===== src/rtl/cpu_pkg.sv =====
// Shared CPU-side types and AXI encodings for the fetch path.
// Latency: n/a (declarations only).
// Backpressure: n/a.
package cpu_pkg;

    typedef enum logic [1:0] {
        IDLE = 2'd0,
        AR   = 2'd1,
        R    = 2'd2,
        HOLD = 2'd3
    } fetch_state_e;

    localparam logic [1:0] AXI_RESP_OKAY  = 2'b00;
    localparam logic [1:0] AXI_BURST_INCR = 2'b01;
    localparam logic [2:0] AXI_SIZE_WORD  = 3'b010;

endpackage


===== src/rtl/im_fetch_master.sv =====
// Instruction-side AXI4 read master: one single-beat read per PC, word returned to the pipeline.
// Latency: 3 cycles PC-accept to completion with a zero-wait slave; inst_valid follows one cycle later.
// Backpressure: holds PC via pc_stall until the word is delivered; dm_stall parks a captured word in HOLD.
module im_fetch_master
    import cpu_pkg::*;
#(
    parameter int                ADDR_W   = 32,
    parameter int                DATA_W   = 32,
    parameter int                ID_W     = 4,
    parameter logic [ID_W-1:0]   FETCH_ID = 4'd0,
    parameter logic [DATA_W-1:0] NOP_INST = 32'h00000013
) (
    input  logic              clk,
    input  logic              rst,
    input  logic [ADDR_W-1:0] pc_in,
    input  logic              flush,
    input  logic              dm_stall,
    output logic              pc_stall,
    output logic [DATA_W-1:0] inst_out,
    output logic              inst_valid,
    output logic              fetch_err,
    output logic [ID_W-1:0]   ARID_M0,
    output logic [ADDR_W-1:0] ARADDR_M0,
    output logic [3:0]        ARLEN_M0,
    output logic [2:0]        ARSIZE_M0,
    output logic [1:0]        ARBURST_M0,
    output logic              ARVALID_M0,
    input  logic              ARREADY_M0,
    input  logic [ID_W-1:0]   RID_M0,
    input  logic [DATA_W-1:0] RDATA_M0,
    input  logic [1:0]        RRESP_M0,
    input  logic              RLAST_M0,
    input  logic              RVALID_M0,
    output logic              RREADY_M0
);

    fetch_state_e      state_q, state_d;
    logic [ADDR_W-1:0] addr_q, addr_d;
    logic              kill_q, kill_d;
    logic [DATA_W-1:0] inst_q, inst_d;
    logic              inst_valid_q, inst_valid_d;
    logic              fetch_err_q, fetch_err_d;
    logic              err_hold_q, err_hold_d;

    logic r_done;
    logic resp_err;

    // Only our own last beat ends a fetch; stray IDs or non-last beats are ignored.
    assign r_done   = RVALID_M0 && RLAST_M0 && (RID_M0 == FETCH_ID);
    assign resp_err = (RRESP_M0 != AXI_RESP_OKAY);

    assign ARID_M0    = FETCH_ID;
    assign ARADDR_M0  = addr_q;
    assign ARLEN_M0   = 4'd0;
    assign ARSIZE_M0  = AXI_SIZE_WORD;
    assign ARBURST_M0 = AXI_BURST_INCR;

    assign inst_out   = inst_q;
    assign inst_valid = inst_valid_q;
    assign fetch_err  = fetch_err_q;

    // Next-state, kill tracking, capture and handshake outputs.
    always_comb begin
        state_d      = state_q;
        addr_d       = addr_q;
        kill_d       = kill_q;
        inst_d       = inst_q;
        err_hold_d   = err_hold_q;
        inst_valid_d = 1'b0;
        fetch_err_d  = 1'b0;
        pc_stall     = 1'b1;
        ARVALID_M0   = 1'b0;
        RREADY_M0    = 1'b0;

        unique case (state_q)
            IDLE: begin
                if (!dm_stall) begin
                    addr_d  = pc_in;
                    state_d = AR;
                end
            end
            AR: begin
                // An issued AR cannot be withdrawn, so a flush only marks it stale.
                ARVALID_M0 = 1'b1;
                if (flush) begin
                    kill_d = 1'b1;
                end
                if (ARREADY_M0) begin
                    state_d = R;
                end
            end
            R: begin
                RREADY_M0 = 1'b1;
                if (r_done) begin
                    if (kill_q || flush) begin
                        // Stale word: drop it but release the PC so the redirect proceeds.
                        kill_d   = 1'b0;
                        pc_stall = 1'b0;
                        state_d  = IDLE;
                    end else begin
                        inst_d     = resp_err ? NOP_INST : RDATA_M0;
                        err_hold_d = resp_err;
                        if (!dm_stall) begin
                            pc_stall     = 1'b0;
                            inst_valid_d = 1'b1;
                            fetch_err_d  = resp_err;
                            state_d      = IDLE;
                        end else begin
                            state_d = HOLD;
                        end
                    end
                end else if (flush) begin
                    kill_d = 1'b1;
                end
            end
            HOLD: begin
                if (!dm_stall) begin
                    pc_stall     = 1'b0;
                    inst_valid_d = 1'b1;
                    fetch_err_d  = err_hold_q;
                    state_d      = IDLE;
                end
            end
            default: begin
                state_d = IDLE;
            end
        endcase
    end

    // State and datapath registers with synchronous reset.
    always_ff @(posedge clk) begin
        if (rst) begin
            state_q      <= IDLE;
            addr_q       <= '0;
            kill_q       <= 1'b0;
            inst_q       <= '0;
            inst_valid_q <= 1'b0;
            fetch_err_q  <= 1'b0;
            err_hold_q   <= 1'b0;
        end else begin
            state_q      <= state_d;
            addr_q       <= addr_d;
            kill_q       <= kill_d;
            inst_q       <= inst_d;
            inst_valid_q <= inst_valid_d;
            fetch_err_q  <= fetch_err_d;
            err_hold_q   <= err_hold_d;
        end
    end

endmodule

===== config.mk =====
export PLATFORM = sky130hd
export DESIGN_NAME = im_fetch_master
export DESIGN_NICKNAME = d
export VERILOG_FILES = /design/src/rtl/cpu_pkg.sv /design/src/rtl/im_fetch_master.sv
export SDC_FILE = /design/constraint.sdc
export NUM_CORES = 1
export LEC_CHECK = 0
export CAP_MARGIN = 5
export CELL_PAD_IN_SITES_DETAIL_PLACEMENT = 2
export CELL_PAD_IN_SITES_GLOBAL_PLACEMENT = 2
export CORE_ASPECT_RATIO = 0.8
export CORE_UTILIZATION = 22
export DETAILED_ROUTE_END_ITERATION = 8
export PLACE_DENSITY_LB_ADDON = 0.08
export SLEW_MARGIN = 15
export SYNTH_ARGS = -nofsm -noshare
export SYNTH_HDL_FRONTEND = slang
export SYNTH_SLANG_ARGS = --single-unit

===== constraint.sdc =====
create_clock -name clk -period 2.1 [get_ports clk]
set_input_delay 0.42 -clock clk [delete_from_list [all_inputs] [get_ports clk]]
set_output_delay 0.42 -clock clk [all_outputs]
set_load 0.01 [all_outputs]

After elaboration in Yosys (flattened, before gate mapping)

Index checks and enable logic that the tools add are counted.
W data, S select, Z words.

Register bits after elaboration: 70
Input bits: 77
Output and inout bits: 82

Equality and inequality tests: 8
Mux-type cells: 27
Bitwise operators: 2
Reductions and logical operators: 11

Operator list:

| kind                 | number |
|---|---|
| $mux W32             | 1 |
| $mux W1              | 15 |
| $mux W2              | 6 |
| $ne A2 B2 Y1 const B | 4 |
| $pmux W1 S2          | 4 |
| $pmux W2 S4          | 1 |
| $eq A2 B2 Y1 const B | 2 |
| $logic_not A4 Y1     | 1 |
| $reduce_and A2 Y1    | 2 |
| $reduce_and A4 Y1    | 1 |
| $reduce_bool A2 Y1   | 2 |
| $ne A3 B3 Y1 const B | 1 |
| $reduce_and A3 Y1    | 1 |
| $eq A2 B1 Y1 const B | 1 |
| $logic_and A1 B1 Y1  | 2 |
| $logic_not A2 Y1     | 1 |
| $not A1 Y1           | 2 |
| $logic_or A1 B1 Y1   | 1 |

Depth between registers and ports, before layout

Gate-level depths: netlist (run 1).

Depth after elaboration: 5
Gate-level depth with buffers: 6

Worst setup path after synthesis (run 1)

No wires, ideal clock.

Kind: input to output
From: input RID_M0[0]
To: output pc_stall
Arrival: 0.980 ns
Path slack: 0.700 ns
Stages on the path: 3
Buffers on the path: 0
Path through: and4bb_2 > a21o_1 > nand3_1

Cells in the longest elaborated chain, start to end: 4

Ends and longest elaborated chain:

| item                | RTL line              | RTL |
|---|---|---|
| start: declaration  | im_fetch_master.sv:29 | `input logic [ID_W-1:0] RID_M0,` |
| $logic_not A4 Y1    | im_fetch_master.sv:49 | `assign r_done = RVALID_M0 && RLAST_M0 && (RID_M0 == FETCH_ID);` |
| $logic_and A1 B1 Y1 | im_fetch_master.sv:49 |  |
| $mux W1             | im_fetch_master.sv:94 | `if (r_done) begin` |
| $pmux W1 S2         | im_fetch_master.sv:75 | `unique case (state_q)` |
| end: declaration    | im_fetch_master.sv:18 | `output logic pc_stall,` |

No other way between the ends.

Final worst setup path (run 1)

From: register state_q[0]
To: output ARVALID_M0

Cells in the longest elaborated chain, start to end: 2

Ends and longest elaborated chain:

| item                     | RTL line               | RTL |
|---|---|---|
| start: declaration       | im_fetch_master.sv:37  | `fetch_state_e state_q, state_d;` |
| start signal: assignment | im_fetch_master.sv:141 | `state_q <= state_d;` |
| $eq A2 B1 Y1             | im_fetch_master.sv:75  |  |
| $mux W1                  | im_fetch_master.sv:75  |  |
| end: declaration         | im_fetch_master.sv:27  | `output logic ARVALID_M0,` |

No other way between the ends.

==> metrics.cfg, run 1 <==
[cells_and_area]
syn_to_final_growth_pct = 65.94
regArea_mm2 = 0.001403
fillers = 1475
postLayoutCellArea_mm2 = 0.004877
multi_input_area_mm2 = 0.001351
final_layout_size_suffix_gt1_share_pct = 8.147
nets = 563
diodes = 0
fin_util_pct = 37.63

[synth]
synthSimpleGateAreaFrac_pct = 24.22
ys_seq_elements = 70
synth_edf_count = 0
synth_compound_area_share_pct = 9.068
synth_mux_area_share_pct = 10.64
synth_flop_cell = dfxtp_1
synthDistinctLibCells = 35
synth_top_family_by_area = simple AND/OR/NAND/NOR gates
netlist_instances = 341
synth_fa_ha_area_share_pct = 0
seq_area_frac_synth_pct = 47.68
synth_common_cells = 96 x nand2_1, 70 x dfxtp_1, 36 x a21oi_1
synthArstFlopShare_pct = 0
yosysWarnings = 0
synthXorXnorAreaFrac_pct = 0
netlist_area_mm2 = 0.002939
synth_area_leaders = dfxtp_1 48%, nand2_1 12%, mux2i_1 9.9%
synth_top_cell_area_share_pct = 47.68
syn_avg_cell_area_um2 = 8.619
yosysTopAreaCell = dfxtp_1
yosysMostFrequentCell = nand2_1

[critical_path]
slowest_delay_ps = 540
crit_type = flip-flop to primary output
worstPathArrival_ps = 1560
required_ps = 1680
cp_num_buf_inv = 1
cp-start-kind = flip-flop
worst-path-stages = 2
crit_start = state_q[0]
crit_fanout = 9
slowest_stage = clkdlybuf4s50_1
crit_chain = nor2b_1 -> clkdlybuf4s50_1
r2r_cells = 5
cpLargestDelayFamily = buffers and inverters
endpoint_kind = primary output
reg2reg_from = state_q[0]

[run]
cap_violations = 0

[power]
p_comb_share_pct = 14.7
powerDensity_mw_per_mm2 = 685.7
p_sw_mw = 0.7865
irDropWorstVdd_mv = 0.3332
seqPwrFrac_pct = 42.0
power.total_mw = 3.345
leakagePower_nw = 1.943
swShare_pct = 23.52
internal_power_mw = 2.558
clkPwrFrac_pct = 43.3

[floorplanning]
initial_core_util_pct = 22.67
fp.dieW_um = 131.2
num_io_pins = 159
row_count = 37
die_h_um = 105.4
dieArea_mm2 = 0.01383
coreArea_mm2 = 0.01296

[clock_tree]
clock-root-buffer = clkbuf_16
htreeDepth = 3
hold_buffers = 0
clkTransAtPathRegs_ps = 50
clock_latency_ps = 330
cts_tree = yes
cts.sinks = 70
cts.path.max_buffers = 2
cts_resized = 2
cts_setup_buffers = 0
cts_inserted_buffers = 9

[status]
outcome = completed

[routing]
drcViolationCount = 0
drtAntennaViolNets = 0
dr.pass1.iters = 4
drt_first_iter_violations = 78
post_drt_wl_per_cell_um = 15.02
wirelength_mm = 10.00
via_count = 2819
drt-vias-per-instance = 4.233

[global_route]
grt_max_degree = 39
grt_pass1_vias = 3085
antenna_found_initial = 0
grt_overflow = 0
grt_pass1_wl_mm = 16.06
grt_util_all_layers_pct = 15.05

[sta]
grt_setup_unrepaired = false
slew_viol_final = 0
finalCriticalPeriod_ps = 1982
clock.fmax_mhz = 504.5
fin_skew_ps = 3.208
setup_viol = 0
holdWs_ps = 441.7
timing.final.crit_share_pct = 94.39
finalHoldViolations = 0

[worst_hold_path]
min_from = err_hold_q
hold_depth = 2
holdCritPathClass = flip-flop to flip-flop

[place]
dp_hpwl_mm = 7.090
globalplace.congestion = 0.7401
dpl-instance-area_mm2 = 0.004599
portBuffers = 145

power groups by stage:
stage                     sequential (mW)  combinational (mW)  clock [mW]
after floorplan                      1.45               0.183           0
after global placement               1.43               0.490           0
after detailed placement             1.43               0.499           0
after CTS                            1.41               0.502        1.53
after global routing                 1.41               0.536        1.57
final                                1.41               0.490        1.45
per-layer routing:
metal | track usage, % | up-vias | share of wire [%]
met5 | 0 | - | 0
met3 | 7.744 | 8 | 8.7
met1 | 15.59 | 1341 | 41
met2 | 26.79 | 84 | 49
met4 | 3.782 | 0 | 0.95
li1 | - | 1386 | -
metrics by stage:
stage / setup TNS [ps] / std cells / worst slack [ps]
after global routing: 0 / 666 / 61.89
after detailed placement: -302.2 / 650 / -302.2
after floorplan: 0 / 352 / 699.7
final: 0 / 666 / 117.9
after CTS: 0 / 666 / 0.4722
after global placement: -222.2 / 650 / -222.2
area by class of cell:
type / instances / share of cell area, %
well taps: 175 / 4.489
inverters: 1 / 0.07696
clock buffers: 16 / 5.772
repair buffers: 162 / 33.20
flip-flops and latches: 70 / 28.76
multi-input cells: 242 / 27.71
worst paths after layout:
kind | slack [ps] | to
hold / removal | 440 | err_hold_q
hold reg to reg | 440 | err_hold_q
setup reg to reg | 610 | ARADDR_M0[20]
setup / recovery | 120 | ARVALID_M0
state kept, by name (all words and copies together) (netlist names):
| register | flops |
|---|---|
| inst_valid | 1 |
| state_q | 2 |
| ARADDR_M0 | 32 |
| inst_out | 32 |
| fetch_err | 1 |
| kill_q | 1 |
| err_hold_q | 1 |
layout by cell type, fill, tap and decap left out, types with 4 or more instances in the layout:
cell type and n:
nand2b_1 29, nor2_1 6, clkbuf_1 4, a31oi_1 4, dfxtp_1 69, mux2i_1 29
clkbuf_16 9, buf_4 13, clkdlybuf4s50_1 143, a21oi_1 36, buf_12 4, conb_1 13
nand2_1 96
logic make-up (layout without fill, tap and decap cells):
kind of cell | after synthesis | count (layout)
buffers and inverters | 40 | 179
flip-flops | 70 | 70
other | 2 | 13
AO/OA/AOI/OAI | 48 | 48
AND/OR/NAND/NOR | 150 | 150
multiplexers | 31 | 31
worst min-delay path, delay by kind of cell, from the launching register on:
kind | cells | cell delay [ps]
AOI/OAI and AO/OA | 1 | 50
buffers and inverters | 1 | 50
DFF | 1 | 300
Note: power is estimated with default switching activity, not from simulation.
==> run 2: changes to the inputs <==
--- a/config.mk
+++ b/config.mk
@@ -5,13 +5,15 @@
 export SDC_FILE = /design/constraint.sdc
 export NUM_CORES = 1
 export LEC_CHECK = 0
+export ABC_AREA = 1
 export CAP_MARGIN = 5
 export CELL_PAD_IN_SITES_DETAIL_PLACEMENT = 2
 export CELL_PAD_IN_SITES_GLOBAL_PLACEMENT = 2
 export CORE_ASPECT_RATIO = 0.8
-export CORE_UTILIZATION = 22
+export CORE_UTILIZATION = 21
 export DETAILED_ROUTE_END_ITERATION = 8
 export PLACE_DENSITY_LB_ADDON = 0.08
+export RECOVER_POWER = 50
 export SLEW_MARGIN = 15
 export SYNTH_ARGS = -nofsm -noshare
 export SYNTH_HDL_FRONTEND = slang
==> metrics.cfg, run 2 <==
[clock_tree]
cts.sinks = 70
clock_latency_ps = 330
clock-root-buffer = clkbuf_16
cts_tree = yes
cts_inserted_buffers = 9
cts.path.max_buffers = 2
clkTransAtPathRegs_ps = 50
htreeDepth = 3
hold_buffers = 0

[status]
outcome = completed

[synth]
synthDistinctLibCells = 20
synth_area_leaders = dfxtp_1 48%, nor2_1 14%, nand2_1 10%
netlist_instances = 420
yosysWarnings = 0
netlist_area_mm2 = 0.002934
synth_common_cells = 106 x nor2_1, 78 x nand2_1, 70 x dfxtp_1
syn_avg_cell_area_um2 = 6.986
ys_seq_elements = 70
seq_area_frac_synth_pct = 47.76
synthArstFlopShare_pct = 0
synth_edf_count = 0
yosysMostFrequentCell = nor2_1
synth_top_cell_area_share_pct = 47.76
synth_flop_cell = dfxtp_1
yosysTopAreaCell = dfxtp_1

[critical_path]
slowest_delay_ps = 400
reg2reg_from = kill_q
required_ps = 1680
r2r_cells = 7
crit_type = input port to primary output
timing.rr.end = inst_out[15]
slowest_stage = clkdlybuf4s50_1
crit_chain = clkdlybuf4s50_1 -> nor2_1 -> nand3_1 -> nand2_1 -> o21ai_0 -> dlygate4sd2_1
cpLargestDelayFamily = buffers and inverters
cp-start-kind = input port
crit_fanout = 2
worstPathArrival_ps = 1570
r2r_slack_ps = 610
cp_num_buf_inv = 2
endpoint_kind = primary output
worst-path-stages = 6

[cells_and_area]
final_common_cell = clkdlybuf4s50_1
fin_util_pct = 35.69
fillers = 1570
nets = 641
final_cell_mix = 108 x clkdlybuf4s50_1, 106 x nor2_1, 78 x nand2_1
diodes = 0
regArea_mm2 = 0.001404
syn_to_final_growth_pct = 65.42
multi_input_area_mm2 = 0.001214
final_layout_size_suffix_gt1_share_pct = 6.349

[sta]
tightest_slew_ps = 748.5
fin_skew_ps = 2.569
timing.final.crit_share_pct = 94.93
holdWs_ps = 461.6
setup_viol = 0
relSlewSlack_pct = 50.10
slew_viol_final = 0
setup_ws_ps = 106.5
grt_setup_unrepaired = false
finalHoldViolations = 0
finalCriticalPeriod_ps = 1993
clock.fmax_mhz = 501.6

[floorplanning]
num_io_pins = 159
row_count = 38
fp.dieW_um = 134.2
dieArea_mm2 = 0.01445
coreArea_mm2 = 0.01360
die_h_um = 107.7
initial_core_util_pct = 21.58

[power]
irDropWorstVdd_mv = 0.4113
power.total_mw = 4.522
leakagePower_nw = 2.055
powerDensity_mw_per_mm2 = 931.6

[place]
globalplace.congestion = 0.7078
post-place-ws_ps = -124.1
dp_hpwl_mm = 7.667
portBuffers = 145

[run]
cap_violations = 0

[worst_hold_path]
hold_depth = 2
holdCritPathClass = flip-flop to flip-flop
hold_end = inst_out[5]
min_from = inst_out[5]

[routing]
drtAntennaViolNets = 0
drcViolationCount = 0
via_count = 3165
dr.pass1.iters = 4
post_drt_wl_per_cell_um = 14.19
wirelength_mm = 10.60
drt-vias-per-instance = 4.237
drt_first_iter_violations = 89

[global_route]
antenna_found_initial = 0
grt_pass1_vias = 3410
grt_pass1_wl_mm = 16.96
grt_max_degree = 36
grt_util_all_layers_pct = 15.42
grt_overflow = 0

[run 2: how the worst max path moves through the flow]
stage	from	to	slack, ps
after floorplan	RID_M0[3]	pc_stall	620
after global placement	flush	pc_stall	-70
after detailed placement	dm_stall	pc_stall	-120
after CTS	state_q[0]	ARVALID_M0	60
after global routing	RID_M0[3]	pc_stall	10
final	RID_M0[3]	pc_stall	110
[run 2: metal layers]
metal / part of all wire, % / wire length, µm / up-vias / track usage (%)
met3: 9.6 / 1016 / 13 / 7.486
met2: 49 / 5194 / 92 / 27.09
met1: 40 / 4246 / 1507 / 16.01
li1: - / - / 1553 / -
met5: 0 / 0 / - / 0
met4: 1.4 / 145 / 0 / 5.297
[run 2: repair_timing]
| action | CTS | global route |
|---|---|---|
| resized for setup | 3 | 1 |
| endpoints found under the setup margin | 1 | 1 |
| gates cloned | 0 | 0 |
| buffers inserted | 0 | 0 |
[run 2: metrics by stage]
stage                     setup TNS (ps)  area (µm²)  std cells
after floorplan                        0        2975        431
after global placement            -68.25        4559        733
after detailed placement          -129.3        4559        733
after CTS                              0        4855        747
after global routing                   0        4853        747
final                                  0        4853        747
[run 2: logic make-up after synthesis]
| logic type | Yosys count | synth area share [%] |
|---|---|---|
| and+or+nand+nor | 198 | 26.91 |
| buffers and inverters | 76 | 12.45 |
| AOI/OAI and AO/OA | 74 | 12.62 |
| DFF | 70 | 47.76 |
| other | 2 | 0.2560 |
[run 2: power by group]
group,internal [mW],total [mW],switching (mW)
Combinational,0.650,1.35,0.699
Sequential,1.53,1.65,0.116
Clock,0.972,1.52,0.553
[run 2: cell type report]
cell class / instances / area share, %
multi-input cells: 285 / 25.01
well taps: 180 / 4.640
repair buffers: 158 / 32.35
clock buffers: 13 / 5.362
clock inverters: 1 / 0.6187
flip-flops and latches: 70 / 28.93
inverters: 40 / 3.094
[run 2: worst min-delay path, cell delays in order, from the launching register on]
cell,delay [ps]
dfxtp_1,310
nand2_1,60
a21oi_1,50
